$ cat config.mk
export PLATFORM = sky130hd
export DESIGN_NAME = uart_cmd_framer
export DESIGN_NICKNAME = d
export VERILOG_FILES = /design/src/rtl/uart_cmd_framer.sv
export SDC_FILE = /design/constraint.sdc
export NUM_CORES = 1
export LEC_CHECK = 0
export CAP_MARGIN = 25
export CORE_ASPECT_RATIO = 0.8
export CORE_MARGIN = 5
export CORE_UTILIZATION = 59
export DETAILED_ROUTE_END_ITERATION = 8
export HOLD_SLACK_MARGIN = 0.15
export PLACE_DENSITY = 0.82
export SETUP_SLACK_MARGIN = 0.15
export SYNTH_ARGS = -nofsm -noshare
export SYNTH_HDL_FRONTEND = slang
export SYNTH_SLANG_ARGS = --single-unit
export TNS_END_PERCENT = 20
$ cat constraint.sdc
create_clock -name UART_CLK -period 5.3 [get_ports UART_CLK]
set_clock_uncertainty 0.15 [all_clocks]
set_input_delay 1.325 -clock UART_CLK [delete_from_list [all_inputs] [get_ports UART_CLK]]
set_output_delay 1.325 -clock UART_CLK [all_outputs]
set_load 0.02 [all_outputs]
$ cat src/rtl/uart_cmd_framer.sv
// Host-side command framer: expands one accepted command into its byte sequence and
// serializes each byte as a UART frame (start, data LSB-first, optional parity, stop, gap).
module uart_cmd_framer #(
    parameter int unsigned width    = 8,
    parameter int unsigned PRESCALE = 8,
    parameter bit          PAR_EN   = 1'b1,
    parameter bit          PAR_TYP  = 1'b0,
    parameter int unsigned GAP_BITS = 0
) (
    input  logic             UART_CLK,
    input  logic             Reset,
    input  logic             cmd_valid,
    output logic             cmd_ready,
    input  logic [1:0]       cmd_type,
    input  logic [width-1:0] cmd_addr,
    input  logic [width-1:0] cmd_data_a,
    input  logic [width-1:0] cmd_data_b,
    input  logic [3:0]       cmd_fun,
    output logic             Tx_serial,
    output logic             busy,
    output logic             cmd_done
);

    localparam int unsigned PS_W  = $clog2(PRESCALE);
    localparam int unsigned IDX_W = (width > 1) ? $clog2(width) : 1;
    localparam int unsigned GAP_W = (GAP_BITS > 1) ? $clog2(GAP_BITS) : 1;

    typedef enum logic [2:0] {StIdle, StStart, StData, StParity, StStop, StGap} state_t;

    state_t                  r_state, w_state_d;
    logic [PS_W-1:0]         r_presc, w_presc_d;
    logic [IDX_W-1:0]        r_bit, w_bit_d;
    logic [GAP_W-1:0]        r_gap, w_gap_d;
    logic [1:0]              r_frame, w_frame_d;
    logic [1:0]              r_last, w_last_d;
    logic [3:0][width-1:0]   r_bytes, w_bytes_d;
    logic                    r_tx, w_tx_d;
    logic                    r_busy, w_busy_d;
    logic                    r_done, w_done_d;
    logic                    w_bit_end;
    logic                    w_end_frame;
    logic [width-1:0]        w_byte;

    always_comb begin
        w_state_d   = r_state;
        w_presc_d   = r_presc;
        w_bit_d     = r_bit;
        w_gap_d     = r_gap;
        w_frame_d   = r_frame;
        w_last_d    = r_last;
        w_bytes_d   = r_bytes;
        w_busy_d    = r_busy;
        w_done_d    = 1'b0;
        w_end_frame = 1'b0;
        w_bit_end   = (r_presc == PS_W'(PRESCALE - 1));

        case (r_state)
            StIdle: begin
                if (cmd_valid) begin
                    w_state_d = StStart;
                    w_presc_d = '0;
                    w_bit_d   = '0;
                    w_gap_d   = '0;
                    w_frame_d = '0;
                    w_busy_d  = 1'b1;
                    // Byte 0 is the command byte; r_last holds the index of the final frame.
                    case (cmd_type)
                        2'd0: begin
                            w_bytes_d = {width'(0), cmd_data_a, cmd_addr, width'(8'hAA)};
                            w_last_d  = 2'd2;
                        end
                        2'd1: begin
                            w_bytes_d = {width'(0), width'(0), cmd_addr, width'(8'hBB)};
                            w_last_d  = 2'd1;
                        end
                        2'd2: begin
                            w_bytes_d = {width'(cmd_fun), cmd_data_b, cmd_data_a, width'(8'hCC)};
                            w_last_d  = 2'd3;
                        end
                        default: begin
                            w_bytes_d = {width'(0), width'(0), width'(cmd_fun), width'(8'hDD)};
                            w_last_d  = 2'd1;
                        end
                    endcase
                end
            end
            default: begin
                if (!w_bit_end) begin
                    w_presc_d = r_presc + 1'b1;
                end else begin
                    w_presc_d = '0;
                    case (r_state)
                        StStart:  w_state_d = StData;
                        StData: begin
                            if (r_bit == IDX_W'(width - 1)) begin
                                w_bit_d   = '0;
                                w_state_d = PAR_EN ? StParity : StStop;
                            end else begin
                                w_bit_d = r_bit + 1'b1;
                            end
                        end
                        StParity: w_state_d = StStop;
                        StStop: begin
                            if (GAP_BITS == 0) w_end_frame = 1'b1;
                            else               w_state_d   = StGap;
                        end
                        StGap: begin
                            if (r_gap == GAP_W'(GAP_BITS - 1)) begin
                                w_gap_d     = '0;
                                w_end_frame = 1'b1;
                            end else begin
                                w_gap_d = r_gap + 1'b1;
                            end
                        end
                        default: w_state_d = StIdle;
                    endcase
                end
            end
        endcase

        if (w_end_frame) begin
            if (r_frame == r_last) begin
                w_state_d = StIdle;
                w_frame_d = '0;
                w_busy_d  = 1'b0;
                w_done_d  = 1'b1;
            end else begin
                w_state_d = StStart;
                w_frame_d = r_frame + 1'b1;
            end
        end

        // Line level is computed from the next state so Tx_serial can be a plain register.
        w_byte = w_bytes_d[w_frame_d];
        case (w_state_d)
            StStart:  w_tx_d = 1'b0;
            StData:   w_tx_d = w_byte[w_bit_d];
            StParity: w_tx_d = (^w_byte) ^ PAR_TYP;
            default:  w_tx_d = 1'b1;
        endcase
    end

    always_ff @(posedge UART_CLK or posedge Reset) begin
        if (Reset) begin
            r_state <= StIdle;
            r_presc <= '0;
            r_bit   <= '0;
            r_gap   <= '0;
            r_frame <= '0;
            r_last  <= '0;
            r_bytes <= '0;
            r_tx    <= 1'b1;
            r_busy  <= 1'b0;
            r_done  <= 1'b0;
        end else begin
            r_state <= w_state_d;
            r_presc <= w_presc_d;
            r_bit   <= w_bit_d;
            r_gap   <= w_gap_d;
            r_frame <= w_frame_d;
            r_last  <= w_last_d;
            r_bytes <= w_bytes_d;
            r_tx    <= w_tx_d;
            r_busy  <= w_busy_d;
            r_done  <= w_done_d;
        end
    end

    assign Tx_serial = r_tx;
    assign busy      = r_busy;
    assign cmd_ready = !r_busy;
    assign cmd_done  = r_done;

endmodule

==> results of run 1 <==
sequential cells by signal, indices dropped and copies added (netlist names):
| register | count |
|---|---|
| Tx_serial | 1 |
| busy | 1 |
| cmd_done | 1 |
| r_bit | 3 |
| r_bytes | 32 |
| r_frame | 2 |
| r_gap | 1 |
| r_last | 2 |
| r_presc | 3 |
| r_state | 3 |
cells in the final DEF (no fill, tap or decap), types with 2 or more instances in the layout:
| cell | n |
|---|---|
| xor2_1 | 6 |
| mux2_2 | 13 |
| a211oi_1 | 4 |
| nand2b_1 | 4 |
| a221oi_1 | 4 |
| a22o_1 | 2 |
| o21ai_0 | 6 |
| xnor2_1 | 4 |
| nor2_1 | 20 |
| nor3_1 | 5 |
| clkbuf_8 | 5 |
| nand3b_1 | 6 |
| nand3_1 | 6 |
| a21o_1 | 4 |
| clkdlybuf4s50_1 | 36 |
| and2_1 | 4 |
| buf_4 | 4 |
| nand2_1 | 36 |
| nor2b_1 | 2 |
| dfrtp_1 | 48 |
| o31ai_2 | 8 |
| mux2i_1 | 26 |
| ha_1 | 4 |
| a21oi_1 | 4 |
| inv_1 | 9 |
power by group through the flow:
stage	sequential (uW)	clock [uW]	combinational, uW
6_report	390	271	99.1
5_1_grt	392	290	109
4_1_cts	391	275	98.4
3_5_place_dp	398	0	97.8
3_3_place_gp	397	0	95.2
2_1_floorplan	397	0	57.1
metal layers:
layer	part of all wire [%]	wire, um	track usage [%]	up-vias
met2	46	2730	30.3	43
met3	4.7	276	4.71	2
met5	0	0	0	-
met4	0.37	22	4.67	0
li1	-	-	-	1005
met1	49	2870	29.6	978
path summary, 6_finish.rpt:
kind / end / startpoint / depth (start not counted)
min in group asynchronous: r_last[1] / Reset / 2
worst min-delay path: r_bytes[9] / r_bytes[9] / 1
worst max-delay path: Tx_serial / cmd_valid / 11
worst min register to register: r_bytes[9] / r_bytes[9] / 1
worst max register to register: Tx_serial / r_presc[0] / 11
max in group asynchronous: Tx_serial / Reset / 3
worst max-delay path, delay by kind of cell:
kind                   cells  cell delay [ps]
AO/OA/AOI/OAI              4              890
buffers and inverters      2              860
AND/OR/NAND/NOR            2              760
multiplexers               3              460
kinds of logic (layout without fill, tap and decap cells):
family                   Yosys count  in the layout  share of synthesized area [%]
buffers and inverters             26             59                           5.24
flip-flops                        49             49                           44.3
AO/OA/AOI/OAI                     45             45                           15.0
adder cells (fa/ha/maj)            4              4                           1.81
XOR/XNOR                          10             10                           3.16
multiplexers                      39             39                           14.7
AND/OR/NAND/NOR                   91             91                           15.8
metrics by stage:
stage / hold slack (ps) / std cells / power [uW] / util, %
2_1_floorplan: 281 / 264 / 454 / -
3_3_place_gp: 299 / 348 / 493 / 68.6
3_5_place_dp: 300 / 348 / 496 / 68.6
4_1_cts: 321 / 356 / 764 / 71.0
5_1_grt: 338 / 357 / 791 / 71.5
6_report: 328 / 357 / 760 / 71.5
area by class of cell:
class                           count  area share, %
Clock buffer                        5           2.11
Timing Repair Buffer               41           12.6
Clock inverter                      3           1.34
Inverter                           10           1.15
Tap cell                           60           2.30
Sequential cell                    49           37.6
Multi-Input combinational cell    189           43.0
cells in the mapped netlist (5+ instances only):
master | instances | area, um^2
dfrtp_1 | 48 | 1200
nand2_1 | 36 | 135
mux2i_1 | 26 | 260
nor2_1 | 20 | 75.1
mux2_2 | 13 | 146
inv_1 | 10 | 37.5
clkbuf_1 | 8 | 30.0
o31ai_2 | 8 | 100
buf_6 | 6 | 67.6
nand3_1 | 6 | 30.0
nand3b_1 | 6 | 45.0
o21ai_0 | 6 | 30.0
xor2_1 | 6 | 52.6
nor3_1 | 5 | 25.0
==> summary.txt, run 1 <==
Run status: finished, final reports clean
First-pass GRT wire length: 9680 um
Cells after synthesis: 264
Setup violators final: 0
Final instance area: 0.00327 mm^2
DR pass1 iterations: 5
Clk pin slew, worst setup/hold paths: 100 ps
Comb pwr share: 13.0%
Max Slew Vio Count: 0
Layout net count: 333
Synth cell types: 47
Vias in the first global route: 1,955
Pre-CTS WS: 735 ps
Slew margin rel.: 50.9%
Dpl hpwl: 4210 um
Sw frac: 23.8%
Startpoint types: input pin
Share of cells above drive strength 1: 14.8%
Routed vias/inst: 5.68
CP Class: input pin to flip-flop
Gr usage total: 20.1%
Clock power frac: 35.6%
# resized after CTS: 0
Min-Delay Path Class: flip-flop to flip-flop
Worst Max-Slew Pin Slew: 729 ps
CTS HTree Levels: 2
Core ar.: 0.00457 mm^2
Fmax: 236 MHz
Int Pwr: 579 uW
Flop pwr share: 51.4%
Tcrit/Tclk final: 79.8%
Register area share after synthesis: 44.3%
Cell Chain, Critical Path: clkdlybuf4s50_1, or4b_4, buf_4, a221oi_1, nor2_1, mux2i_1, mux2_2, mux2i_1, o311a_1, a41oi_2, o211ai_2
CP max stage delay: 670 ps
CP Max Fanout: 29
Grt ovf: 0
CTS Buf Count: 5
Async S/R FF share, synth: 100%
Maximum clock path buffer count: 2
Ys Warns: 0
Worst path slowest cell: or4b_4
Switch Pwr: 181 uW
Maximum vdd drop: 0.306 mV
Wirelength per Cell: 16.5 um
CTS tree: yes
CP most frequent cell: mux2i_1
Post-synth EDFFs: 0
FP Rows: 22
Final min period: 4230 ps
Req. time, crit path: 5380 ps
Antenna Nets Post-Route: 0
Die Ht: 71.3 um
Post-Synthesis Cell Area: 0.00277 mm^2
Max_cap viols: 0
Initial antenna violation count: 0
Final hold violation count: 0
Die area: 0.00617 mm^2
Worst-Skew Late Latency: 300 ps
Total clock sinks: 49
Worst setup EP type: flip-flop
Postcts setup bufs: 0
DRC Markers: 0
Die span in x: 86.6 um
Static Leakage: 0.00157 uW
Unrepaired setup endpoints after global routing: false
RD Place Congestion: 0.805
Reg2Reg Setup Slack: 1750 ps
CTS Root Buffer Type: clkbuf_8
Area growth, synth to finish: 17.9%
Syn Area/Cell: 10.5 um^2
Inserted Diodes: 0
FF+latch area: 0.00123 mm^2
Initial Utilization: 60.6%
Final setup margin: 1070 ps
Vias: 2,028
Initial DRC Count: 82
IO Pins: 37
I/O Buffers: 36
DRT Wirelength: 5890 um
Synthesized flop and latch total: 49
Placement-stage cell area: 0.00313 mm^2
Power density cells: 233 mW/mm^2
Largest net degree at the start of global routing: 50
Hold buffer count at CTS: 0
Footprint of the multi-input gates: 0.00140 mm^2
Post-synth net total: 301
Crit path DAT: 4320 ps
Main synth FF type: dfrtp_1
Fillers: 332
Total negative slack: 0 ps
Power figures use the tool's default switching activity.
==> run 2, diff against run 1 <==
Settings changed: CORE_UTILIZATION 59 to 55, PLACE_DENSITY 0.82 to 0.77.
Clock period 5.3 ns to 4.4 ns, I/O delays scaled along.
==> run 2 against run 1 <==
Compared with the run above: power up 17%; global-route usage fell by 1.1 points; non-clock buffer count rose by 2; largest power group unchanged; highest routed layer unchanged; final area is 0.69% higher; sequential share of layout area is 0.26 points lower; setup slack worse by 500 ps; clock power grew 9.6%; sequential power grew 21%; worst hold slack barely moved; via count rose by 0.89%; clock-buffer cell count grew 2; first-iteration DRC count rose by 30%.
==> summary.txt, run 2 (synthesized netlist as in run 1, its figures left out) <==
Run status: finished, final reports clean (unchanged)
DRC Markers: 0 (unchanged)
Crit path DAT: 3910 ps (was 4320 ps)
CTS Buf Count: 5 (unchanged)
Unrepaired setup endpoints after global routing: false (unchanged)
Wirelength per Cell: 16.2 um (was 16.5 um)
Static Leakage: 0.00158 uW (was 0.00157 uW)
FP Rows: 23 (was 22)
Req. time, crit path: 4480 ps (was 5380 ps)
Reg2Reg Setup Slack: 840 ps (was 1750 ps)
IO Pins: 37 (unchanged)
Worst path slowest cell: clkdlybuf4s50_1 (was or4b_4)
Hold buffer count at CTS: 0 (unchanged)
RD Place Congestion: 0.837 (was 0.805)
Final hold violation count: 0 (unchanged)
Largest register FFs: 32 (unchanged)
Area growth, synth to finish: 18.8% (was 17.9%)
Initial Utilization: 55.9% (was 60.6%)
Most frequent cells in the layout: dfrtp_1, nand2_1, clkdlybuf4s50_1 (unchanged)
Clk pin slew, worst setup/hold paths: 100 ps (about the same)
Startpoint types: input pin (unchanged)
Power density cells: 270 mW/mm^2 (was 233 mW/mm^2)
Tcrit/Tclk final: 87.0%
Dpl hpwl: 4110 um (was 4210 um)
Final Instance Count excl. Fillers: 361 (was 357)
Cell Chain, Critical Path: clkdlybuf4s50_1, or4b_4, o2111ai_4, mux2_2, mux2i_1, mux2i_1, o311a_1, a41oi_2, o211ai_2 (was clkdlybuf4s50_1, or4b_4, buf_4, a221oi_1, nor2_1, mux2i_1, mux2_2, mux2i_1, o311a_1, a41oi_2, o211ai_2)
Worst-Skew Late Latency: 300 ps (about the same)
Placed Cells incl. Taps: 352 (was 348)
CTS tree: yes (unchanged)
Initial DRC Count: 107 (was 82)
CP Class: input pin to flip-flop (unchanged)
Most common cell after layout, fill and taps aside: dfrtp_1 (unchanged)
CP most frequent cell: mux2i_1 (unchanged)
Slew margin rel.: 51.8% (was 50.9%)
Min-Delay Path Class: flip-flop to flip-flop (unchanged)
Max_cap viols: 0 (unchanged)
Pre-CTS WS: 303 ps (was 735 ps)
CP Max Fanout: 17 (was 29)
Final min period: 3830 ps
Largest register by flop count: r_bytes (unchanged)
Total clock sinks: 49 (unchanged)
Setup violators final: 0 (unchanged)
I/O Buffers: 36 (unchanged)
Worst Max-Slew Pin Slew: 717 ps (was 729 ps)
Routed vias/inst: 5.67 (was 5.68)
Largest net degree at the start of global routing: 52 (was 50)
Core ar.: 0.00495 mm^2 (was 0.00457 mm^2)
# resized after CTS: 0 (unchanged)
Die span in x: 89.3 um (was 86.6 um)
DR pass1 iterations: 4 (was 5)
Layout net count: 335 (was 333)
Inserted Diodes: 0 (unchanged)
Max Slew Vio Count: 0 (unchanged)
DRT Wirelength: 5830 um (was 5890 um)
CP max stage delay: 570 ps (was 670 ps)
Die area: 0.00656 mm^2 (was 0.00617 mm^2)
Vias in the first global route: 2,042 (was 1,955)
Worst setup EP type: flip-flop (unchanged)
CTS HTree Levels: 2 (unchanged)
Antenna Nets Post-Route: 0 (unchanged)
Vias: 2,046 (was 2,028)
Share of cells above drive strength 1: 15.4% (was 14.8%)
First-pass GRT wire length: 9550 um (was 9680 um)
Die Ht: 73.5 um (was 71.3 um)
Grt ovf: 0 (unchanged)
CTS Root Buffer Type: clkbuf_8 (unchanged)
Gr usage total: 19.0% (was 20.1%)
Total negative slack: 0 ps (unchanged)
Fmax: 261 MHz
Maximum clock path buffer count: 2 (unchanged)
Final setup margin: 572 ps (was 1070 ps)
Maximum vdd drop: 0.188 mV (was 0.306 mV)
Total Power: 888 uW (was 760 uW)
Initial antenna violation count: 0 (unchanged)
Postcts setup bufs: 0 (unchanged)
-- run 2: cell type report --
cell class / count / area, um^2
clock buffer: 7 / 96.3
clock inverter: 1 / 8.76
fill: 382 / 1660
tap: 62 / 77.6
timing repair buffer: 43 / 438
multi-input combinational: 189 / 1400
inverter: 10 / 37.5
sequential: 49 / 1230
-- run 2: final timing paths --
check,cells after the start,endpoint,start
min in group asynchronous,2,busy,Reset
min reg2reg,2,r_bytes[2],r_bytes[2]
max reg2reg,11,Tx_serial,r_presc[0]
max in group asynchronous,3,Tx_serial,Reset
max,9,Tx_serial,cmd_valid
min,2,r_bytes[2],r_bytes[2]
-- run 2: where the power goes --
group,leakage [uW],internal [uW],switching (uW)
Combinational,0.000900,63.4,56.7
Clock,0.0000549,145,152
Sequential,0.000626,465,5.44
-- run 2: critical path, delay by kind of cell --
kind                   cells  cell delay [ps]
buffers and inverters      1              570
AOI/OAI and AO/OA          4              900
muxes                      3              800
and+or+nand+nor            1              530
-- run 2: metrics by stage --
step | hold slack, ps | area, um^2 | utilization [%]
detailed placement | 309 | 3160 | 63.9
floorplan | 281 | 2770 | -
CTS | 333 | 3270 | 66.0
finish | 328 | 3290 | 66.4
global route | 346 | 3290 | 66.4
global placement | 297 | 3160 | 63.9
-- run 2: metal layers --
metal	routed length, um	GRT usage [%]	vias to the layer above
li1	-	-	1003
met1	2960	28.0	1000
met2	2560	28.8	39
met3	274	3.48	4
met4	40	5.12	0
met5	0	0	-
